--- src/rtl/key_scan_module_pkg.sv ---
// Shared 4x4 key-matrix constants and the priority helper used by the scanner.
// Key index layout is row*COLS + col, which is also the emitted key code.
package key_scan_module_pkg;

    localparam int ROWS   = 4;
    localparam int COLS   = 4;
    localparam int KEYS   = ROWS * COLS;
    localparam int CODE_W = 4;
    localparam int ROW_W  = 2;

    localparam logic [ROWS-1:0] ROW_ONE = 4'b0001;

    typedef logic [KEYS-1:0]   key_map_t;
    typedef logic [CODE_W-1:0] key_code_t;

    // Lowest-index set bit; returns 0 for an empty map.
    function automatic key_code_t lowest_set(input key_map_t map);
        key_code_t idx;
        idx = {CODE_W{1'b0}};
        for (int i = KEYS - 1; i >= 0; i--) begin
            if (map[i]) begin
                idx = key_code_t'(i);
            end
        end
        return idx;
    endfunction

endpackage

--- src/rtl/key_scan_module_debounce.sv ---
// Frame debouncer: requires DEBOUNCE_FRAMES repeats of a frame before it becomes
// the stable map, and reports the lowest newly pressed key of each update.
module key_debounce
    import key_scan_module_pkg::*;
#(
    parameter int DEBOUNCE_FRAMES = 4
) (
    input  logic      clk,
    input  logic      rst,
    input  key_map_t  frame,
    input  logic      frame_done,
    output key_map_t  stable_map,
    output logic      event_valid,
    output key_code_t event_code
);
    localparam int CNT_W = $clog2(DEBOUNCE_FRAMES + 1);
    localparam logic [CNT_W-1:0] CNT_MAX  = CNT_W'(DEBOUNCE_FRAMES);
    localparam logic [CNT_W-1:0] CNT_LOAD = CNT_W'(DEBOUNCE_FRAMES - 1);

    key_map_t         prev_r;
    key_map_t         stable_r;
    logic [CNT_W-1:0] cnt_r;
    logic [CNT_W-1:0] cnt_next_s;
    logic             load_s;
    logic             event_valid_r;
    key_code_t        event_code_r;
    key_map_t         rise_s;

    // Stability counter update; load fires only on the step that reaches saturation.
    always_comb begin
        cnt_next_s = cnt_r;
        load_s     = 1'b0;
        rise_s     = frame & ~stable_r;
        if (frame_done) begin
            if (frame != prev_r) begin
                cnt_next_s = {CNT_W{1'b0}};
            end else if (cnt_r < CNT_MAX) begin
                cnt_next_s = cnt_r + CNT_W'(1);
                load_s     = (cnt_r == CNT_LOAD);
            end else begin
                cnt_next_s = cnt_r;
            end
        end else begin
            cnt_next_s = cnt_r;
        end
    end

    // Frame history, stable map and press-event registers.
    always_ff @(posedge clk) begin
        if (rst) begin
            prev_r        <= {KEYS{1'b0}};
            stable_r      <= {KEYS{1'b0}};
            cnt_r         <= {CNT_W{1'b0}};
            event_valid_r <= 1'b0;
            event_code_r  <= {CODE_W{1'b0}};
        end else begin
            if (frame_done) begin
                prev_r <= frame;
            end
            cnt_r         <= cnt_next_s;
            event_valid_r <= load_s && (|rise_s);
            if (load_s) begin
                stable_r <= frame;
            end
            if (load_s && (|rise_s)) begin
                event_code_r <= lowest_set(rise_s);
            end
        end
    end

    assign stable_map  = stable_r;
    assign event_valid = event_valid_r;
    assign event_code  = event_code_r;

endmodule

--- src/rtl/key_scan_module.sv ---
// 4x4 keypad scanner: row drive, synchronized column sampling into frames,
// debounce via key_debounce, and a one-entry press-event buffer with overflow.
module key_scan_module
    import key_scan_module_pkg::*;
#(
    parameter int SCAN_DIV        = 48000,
    parameter int DEBOUNCE_FRAMES = 4
) (
    input  logic              CLK,
    input  logic              RST,
    output logic [ROWS-1:0]   ROW_OUT,
    input  logic [COLS-1:0]   COL_IN,
    output logic [CODE_W-1:0] key_code,
    output logic              key_valid,
    input  logic              key_ready,
    output logic              key_pressed,
    output logic              overflow
);
    localparam int SLOT_W = (SCAN_DIV > 1) ? $clog2(SCAN_DIV) : 1;
    localparam logic [SLOT_W-1:0] SLOT_LAST = SLOT_W'(SCAN_DIV - 1);
    localparam logic [ROW_W-1:0]  ROW_LAST  = ROW_W'(ROWS - 1);

    logic [COLS-1:0]   col_meta_r;
    logic [COLS-1:0]   col_sync_r;
    logic [SLOT_W-1:0] slot_r;
    logic [ROW_W-1:0]  row_r;
    logic [ROW_W-1:0]  row_next_s;
    logic [ROWS-1:0]   row_out_r;
    logic              slot_last_s;
    key_map_t          frame_r;
    logic              frame_done_r;
    key_map_t          stable_map_s;
    logic              event_valid_s;
    key_code_t         event_code_s;
    logic [CODE_W-1:0] key_code_r;
    logic              key_valid_r;
    logic              key_pressed_r;
    logic              overflow_r;

    assign slot_last_s = (slot_r == SLOT_LAST);
    assign row_next_s  = row_r + ROW_W'(1);

    // Column synchronizer, row/slot scan counters and frame assembly.
    // Sampling on the last slot cycle leaves SCAN_DIV-1 cycles for rows and the synchronizer to settle.
    always_ff @(posedge CLK) begin
        if (RST) begin
            col_meta_r   <= {COLS{1'b0}};
            col_sync_r   <= {COLS{1'b0}};
            slot_r       <= {SLOT_W{1'b0}};
            row_r        <= {ROW_W{1'b0}};
            row_out_r    <= 4'b1110;
            frame_r      <= {KEYS{1'b0}};
            frame_done_r <= 1'b0;
        end else begin
            col_meta_r   <= COL_IN;
            col_sync_r   <= col_meta_r;
            frame_done_r <= slot_last_s && (row_r == ROW_LAST);
            if (slot_last_s) begin
                slot_r    <= {SLOT_W{1'b0}};
                row_r     <= row_next_s;
                row_out_r <= ~(ROW_ONE << row_next_s);
                frame_r[int'(row_r) * COLS +: COLS] <= ~col_sync_r;
            end else begin
                slot_r <= slot_r + SLOT_W'(1);
            end
        end
    end

    key_debounce #(
        .DEBOUNCE_FRAMES (DEBOUNCE_FRAMES)
    ) u_debounce (
        .clk         (CLK),
        .rst         (RST),
        .frame       (frame_r),
        .frame_done  (frame_done_r),
        .stable_map  (stable_map_s),
        .event_valid (event_valid_s),
        .event_code  (event_code_s)
    );

    // One-entry event buffer: a consumed slot may be refilled in the same cycle.
    always_ff @(posedge CLK) begin
        if (RST) begin
            key_code_r    <= {CODE_W{1'b0}};
            key_valid_r   <= 1'b0;
            key_pressed_r <= 1'b0;
            overflow_r    <= 1'b0;
        end else begin
            key_pressed_r <= |stable_map_s;
            if (event_valid_s) begin
                if (!key_valid_r || key_ready) begin
                    key_code_r  <= event_code_s;
                    key_valid_r <= 1'b1;
                end else begin
                    overflow_r <= 1'b1;
                end
            end else if (key_valid_r && key_ready) begin
                key_valid_r <= 1'b0;
            end
        end
    end

    assign ROW_OUT     = row_out_r;
    assign key_code    = key_code_r;
    assign key_valid   = key_valid_r;
    assign key_pressed = key_pressed_r;
    assign overflow    = overflow_r;

endmodule

--- config.mk ---
export PLATFORM = sky130hd
export DESIGN_NAME = key_scan_module
export DESIGN_NICKNAME = d
export VERILOG_FILES = /design/src/rtl/key_scan_module_pkg.sv /design/src/rtl/key_scan_module_debounce.sv /design/src/rtl/key_scan_module.sv
export SDC_FILE = /design/constraint.sdc
export NUM_CORES = 1
export LEC_CHECK = 0
export ABC_AREA = 1
export BUFFER_PORTS_ARGS = -buffer_cell sky130_fd_sc_hd__buf_4
export CORE_MARGIN = 8
export CORE_UTILIZATION = 50
export CTS_CLUSTER_SIZE = 24
export DETAILED_ROUTE_END_ITERATION = 7
export PLACE_DENSITY_LB_ADDON = 0.1
export SETUP_SLACK_MARGIN = 0.5
export SLEW_MARGIN = 20
export SYNTH_ARGS = -nofsm -noshare
export SYNTH_HDL_FRONTEND = slang
export SYNTH_SLANG_ARGS = --single-unit
--- constraint.sdc ---
create_clock -name CLK -period 1.89 [get_ports CLK]
set_input_delay 0.0945 -clock CLK [delete_from_list [all_inputs] [get_ports CLK]]
set_output_delay 0.0945 -clock CLK [all_outputs]
set_load 0.01 [all_outputs]
==> flow_metrics.env <==
export IMPL_ctsHtreeMaxLevel=3
export IMPL_num_vias=3765
export IMPL_run_status="complete, no violations"
export IMPL_critPathMaxFanout=6
export IMPL_synth_warnings=0
export IMPL_cp_top_family="simple AND/OR/NAND/NOR gates"
export IMPL_p_comb_share_pct=3.1
export IMPL_cts_inserted_buffers=9
export IMPL_critPathKind="flip-flop to flip-flop"
export IMPL_worstPathRequired_ns=2.19
export IMPL_worstMarginPinSlew_ns=0.664
export IMPL_min_period_over_period_pct=95.4
export IMPL_coreArea_sq_mm=0.00777
export IMPL_clkTransAtPathRegs_ns=0.09
export IMPL_gp_congestion=0.792
export IMPL_wl_mm=11.4
export IMPL_seqPwrFrac_pct=51.5
export IMPL_vias_per_cell=5.42
export IMPL_total_leakage_power_nw=2.21
export IMPL_ioPinCount=18
export IMPL_syn_area_sq_mm=0.00401
export IMPL_start_kind="flip-flop"
export IMPL_layout_nets=603
export IMPL_ir_drop_v=0.000478
export IMPL_dieHeight_um=106
export IMPL_clkSinkCount=94
export IMPL_overflow=0
export IMPL_setup_viol_count_final=0
export IMPL_die_width_um=106
export IMPL_slowest_stage="dfxtp_2"
export IMPL_rrSetupSlack_ns=0.09
export IMPL_drtPass1Iterations=5
export IMPL_p_sw_mw=0.835
export IMPL_grt_first_pass_wirelength_mm=16.6
export IMPL_post_route_min_period_ns=1.80
export IMPL_drive_gt1_share_pct=36.4
export IMPL_antenna_cells=0
export IMPL_postPlaceCellArea_sq_mm=0.00441
export IMPL_cp_end_kind="flip-flop"
export IMPL_max_freq_ghz=0.555
export IMPL_cp_slowest_stage_delay_ns=0.35
export IMPL_crit_arrival_ns=2.10
export IMPL_fin_skew_ns=0.00861
export IMPL_cts_root_buf="clkbuf_8"
export IMPL_initial_core_util_pct=51.6
export IMPL_grt_pass1_vias=3493
export IMPL_dieArea_sq_mm=0.0111
export IMPL_syn_nets=535
export IMPL_drc_errors=0
export IMPL_syn_area_per_cell_sq_um=7.71
export IMPL_maxCapViolCount=0
export IMPL_io_buffers=17
export IMPL_clkPwrFrac_pct=45.4
export IMPL_dp_hpwl_mm=6.65
export IMPL_rsz0062_at_grt="yes"
export IMPL_p_sw_share_pct=21.5
export IMPL_grt_use_total_pct=18.2
export IMPL_avgRoutedWirePerCell_um=16.4
export IMPL_cpMostUsedCell="nand3_2"
export IMPL_yosysSeqAreaShare_pct=46.9
export IMPL_setup_tns_final_ns=0
export IMPL_final_area_sq_mm=0.00566
export IMPL_crit_path_cell_trace="xnor2_2 > nand3_2 > nor4_4 > nand3_2 > nor2_4 > buf_4 > o21ai_1 > a21oi_2"
export IMPL_synthToLayoutAreaGrowth_pct=41.0
export IMPL_clock_latency_ns=0.37
export IMPL_synth_seq_cells=94
export IMPL_cts_tree="done"
export IMPL_grt_max_degree=35
export IMPL_antenna_found_initial=0
export IMPL_yosysUniqueCellTypes=39
export IMPL_first_iter_violations=245
export IMPL_std_cell_rows=32
export IMPL_cts_buffer_depth=2
export IMPL_hp_class="input port to flip-flop"
export IMPL_detail_route_antenna_nets=0
export IMPL_crit_buf_inv=1
export IMPL_max_slew_margin_pct=55.7
export IMPL_syn_inst=520
export IMPL_hold_viol=0
export IMPL_internal_power_mw=3.06
export IMPL_power_density_mw_per_mm2=688
export IMPL_finalMaxSlewViolations=0
-- timing repair --
action | CTS | global route
gates cloned | 3 | 0
pin swaps | 13 | 24
hold buffers | 4 | 0
endpoints found under the hold margin | 4 | 0
setup buffers | 22 | 13
endpoints found under the setup margin | 61 | 62
gates resized for setup | 71 | 91
-- cells in the mapped netlist (all sizes together) --
master	number	area share [%]
a21oi	52	6.5
o31ai	1	0.19
nor3b	2	0.37
nand2	83	7.9
clkinv	1	0.093
or2	2	0.31
dfxtp	94	47
clkbuf	9	0.84
xnor2	13	2.8
o21ai	50	6.3
inv	78	7.3
ha	8	2.5
buf	6	0.84
nand4	8	1.2
nor4	6	1.3
a31o	1	0.22
nor2	49	4.8
o21bai	1	0.19
o21a	1	0.19
nand3	19	2.5
nand3b	1	0.19
a31oi	8	1.2
xor2	6	1.3
a211oi	8	1.5
a41oi	1	0.22
nor3	12	2.2
-- routing by layer --
metal / wire length [um] / vias to the layer above / GRT usage (%)
met5: 0 / - / 0
met4: 189 / 0 / 5.53
met3: 553 / 18 / 4.02
met2: 5730 / 101 / 31.1
met1: 4900 / 1813 / 22.4
li1: - / 1833 / -
-- worst min-delay path, stage by stage --
cell	delay (ns)
buf_4	0.08
inv_1	0.04
nand3_1	0.07
a21oi_1	0.06
-- layout make-up --
cell class / count / area (sq um)
sequential: 94 / 1900
clock inverter: 7 / 145
multi-input combinational: 332 / 2390
timing repair buffer: 71 / 621
fill: 598 / 2110
tap: 102 / 128
clock buffer: 9 / 124
timing repair inverter: 1 / 16.3
inverter: 79 / 328
-- power groups by stage --
stage	clock, mW	combinational (mW)	sequential [mW]
6_report	1.77	0.122	2.00
5_1_grt	1.86	0.133	2.01
4_1_cts	1.77	0.0981	2.00
3_5_place_dp	0	0.0732	2.05
3_3_place_gp	0	0.0706	2.05
2_1_floorplan	0	0.0507	2.05
-- stage by stage --
stage | total power, mW | setup slack (ns) | cells | util, % | hold WS, ns
4_1_cts | 3.87 | 0.132 | 682 | 66.9 | 0.0122
6_report | 3.89 | 0.0866 | 695 | 72.8 | 0.0147
3_3_place_gp | 2.12 | 0.121 | 637 | 56.8 | 0.297
3_5_place_dp | 2.12 | 0.0680 | 637 | 56.8 | 0.304
2_1_floorplan | 2.10 | 0.315 | 520 | - | 0.201
5_1_grt | 4.00 | -0.0548 | 695 | 72.8 | 0.0430
-- worst paths after layout --
check                                          start                                      to  cells after the start
setup reg to reg  u_debounce.prev_r[11]$_SDFFE_PP0P_  u_debounce.stable_map[10]$_SDFFE_PP0P_                      8
setup / recovery  u_debounce.prev_r[11]$_SDFFE_PP0P_  u_debounce.stable_map[10]$_SDFFE_PP0P_                      8
hold / removal                             key_ready                   overflow$_SDFFE_PP0P_                      4
hold reg to reg             col_meta_r[0]$_SDFF_PP0_                col_sync_r[0]$_SDFF_PP0_                      2
-- sequential cells by signal (all words and copies together), names as in the netlist --
signal,flops
row_r,2
key_code,4
ROW_OUT,4
frame_r,16
u_debounce.cnt_r,3
u_debounce.prev_r,16
frame_done_r,1
key_valid,1
u_debounce.event_valid,1
col_sync_r,4
col_meta_r,4
u_debounce.stable_map,16
u_debounce.event_code,4
slot_r,16
overflow,1
key_pressed,1
-- logic make-up (layout without fill, tap and decap cells) --
family                     after synthesis  in the layout  share of synthesized area (%)
and+or+nand+nor                        182            182                           20.8
buffers and inverters                   94            167                           9.08
adders and majority gates                8              8                           2.50
DFF                                     94             94                           46.9
xor gates and xnor gates                19             19                           4.15
AOI/OAI and AO/OA                      123            123                           16.6
-- cells in the final DEF, fill, tap and decap left out, drive strengths merged, types with 2 or more instances in the layout --
| cell | netlist | layout |
|---|---|---|
| or2 | 2 | 2 |
| dlygate4sd3 | 0 | 4 |
| inv | 78 | 77 |
| clkinv | 1 | 4 |
| xor2 | 6 | 6 |
| buf | 6 | 67 |
| a31oi | 8 | 8 |
| nor3b | 2 | 2 |
| clkinvlp | 0 | 2 |
| ha | 8 | 8 |
| clkbuf | 9 | 9 |
| nand3 | 19 | 19 |
| o21ai | 50 | 50 |
| a211oi | 8 | 8 |
| nor3 | 12 | 12 |
| dfxtp | 94 | 94 |
| a21oi | 52 | 52 |
| bufinv | 0 | 4 |
| nor4 | 6 | 6 |
| xnor2 | 13 | 13 |
| nor2 | 49 | 49 |
| nand4 | 8 | 8 |
| nand2 | 83 | 83 |
Power figures use the tool's default switching activity.
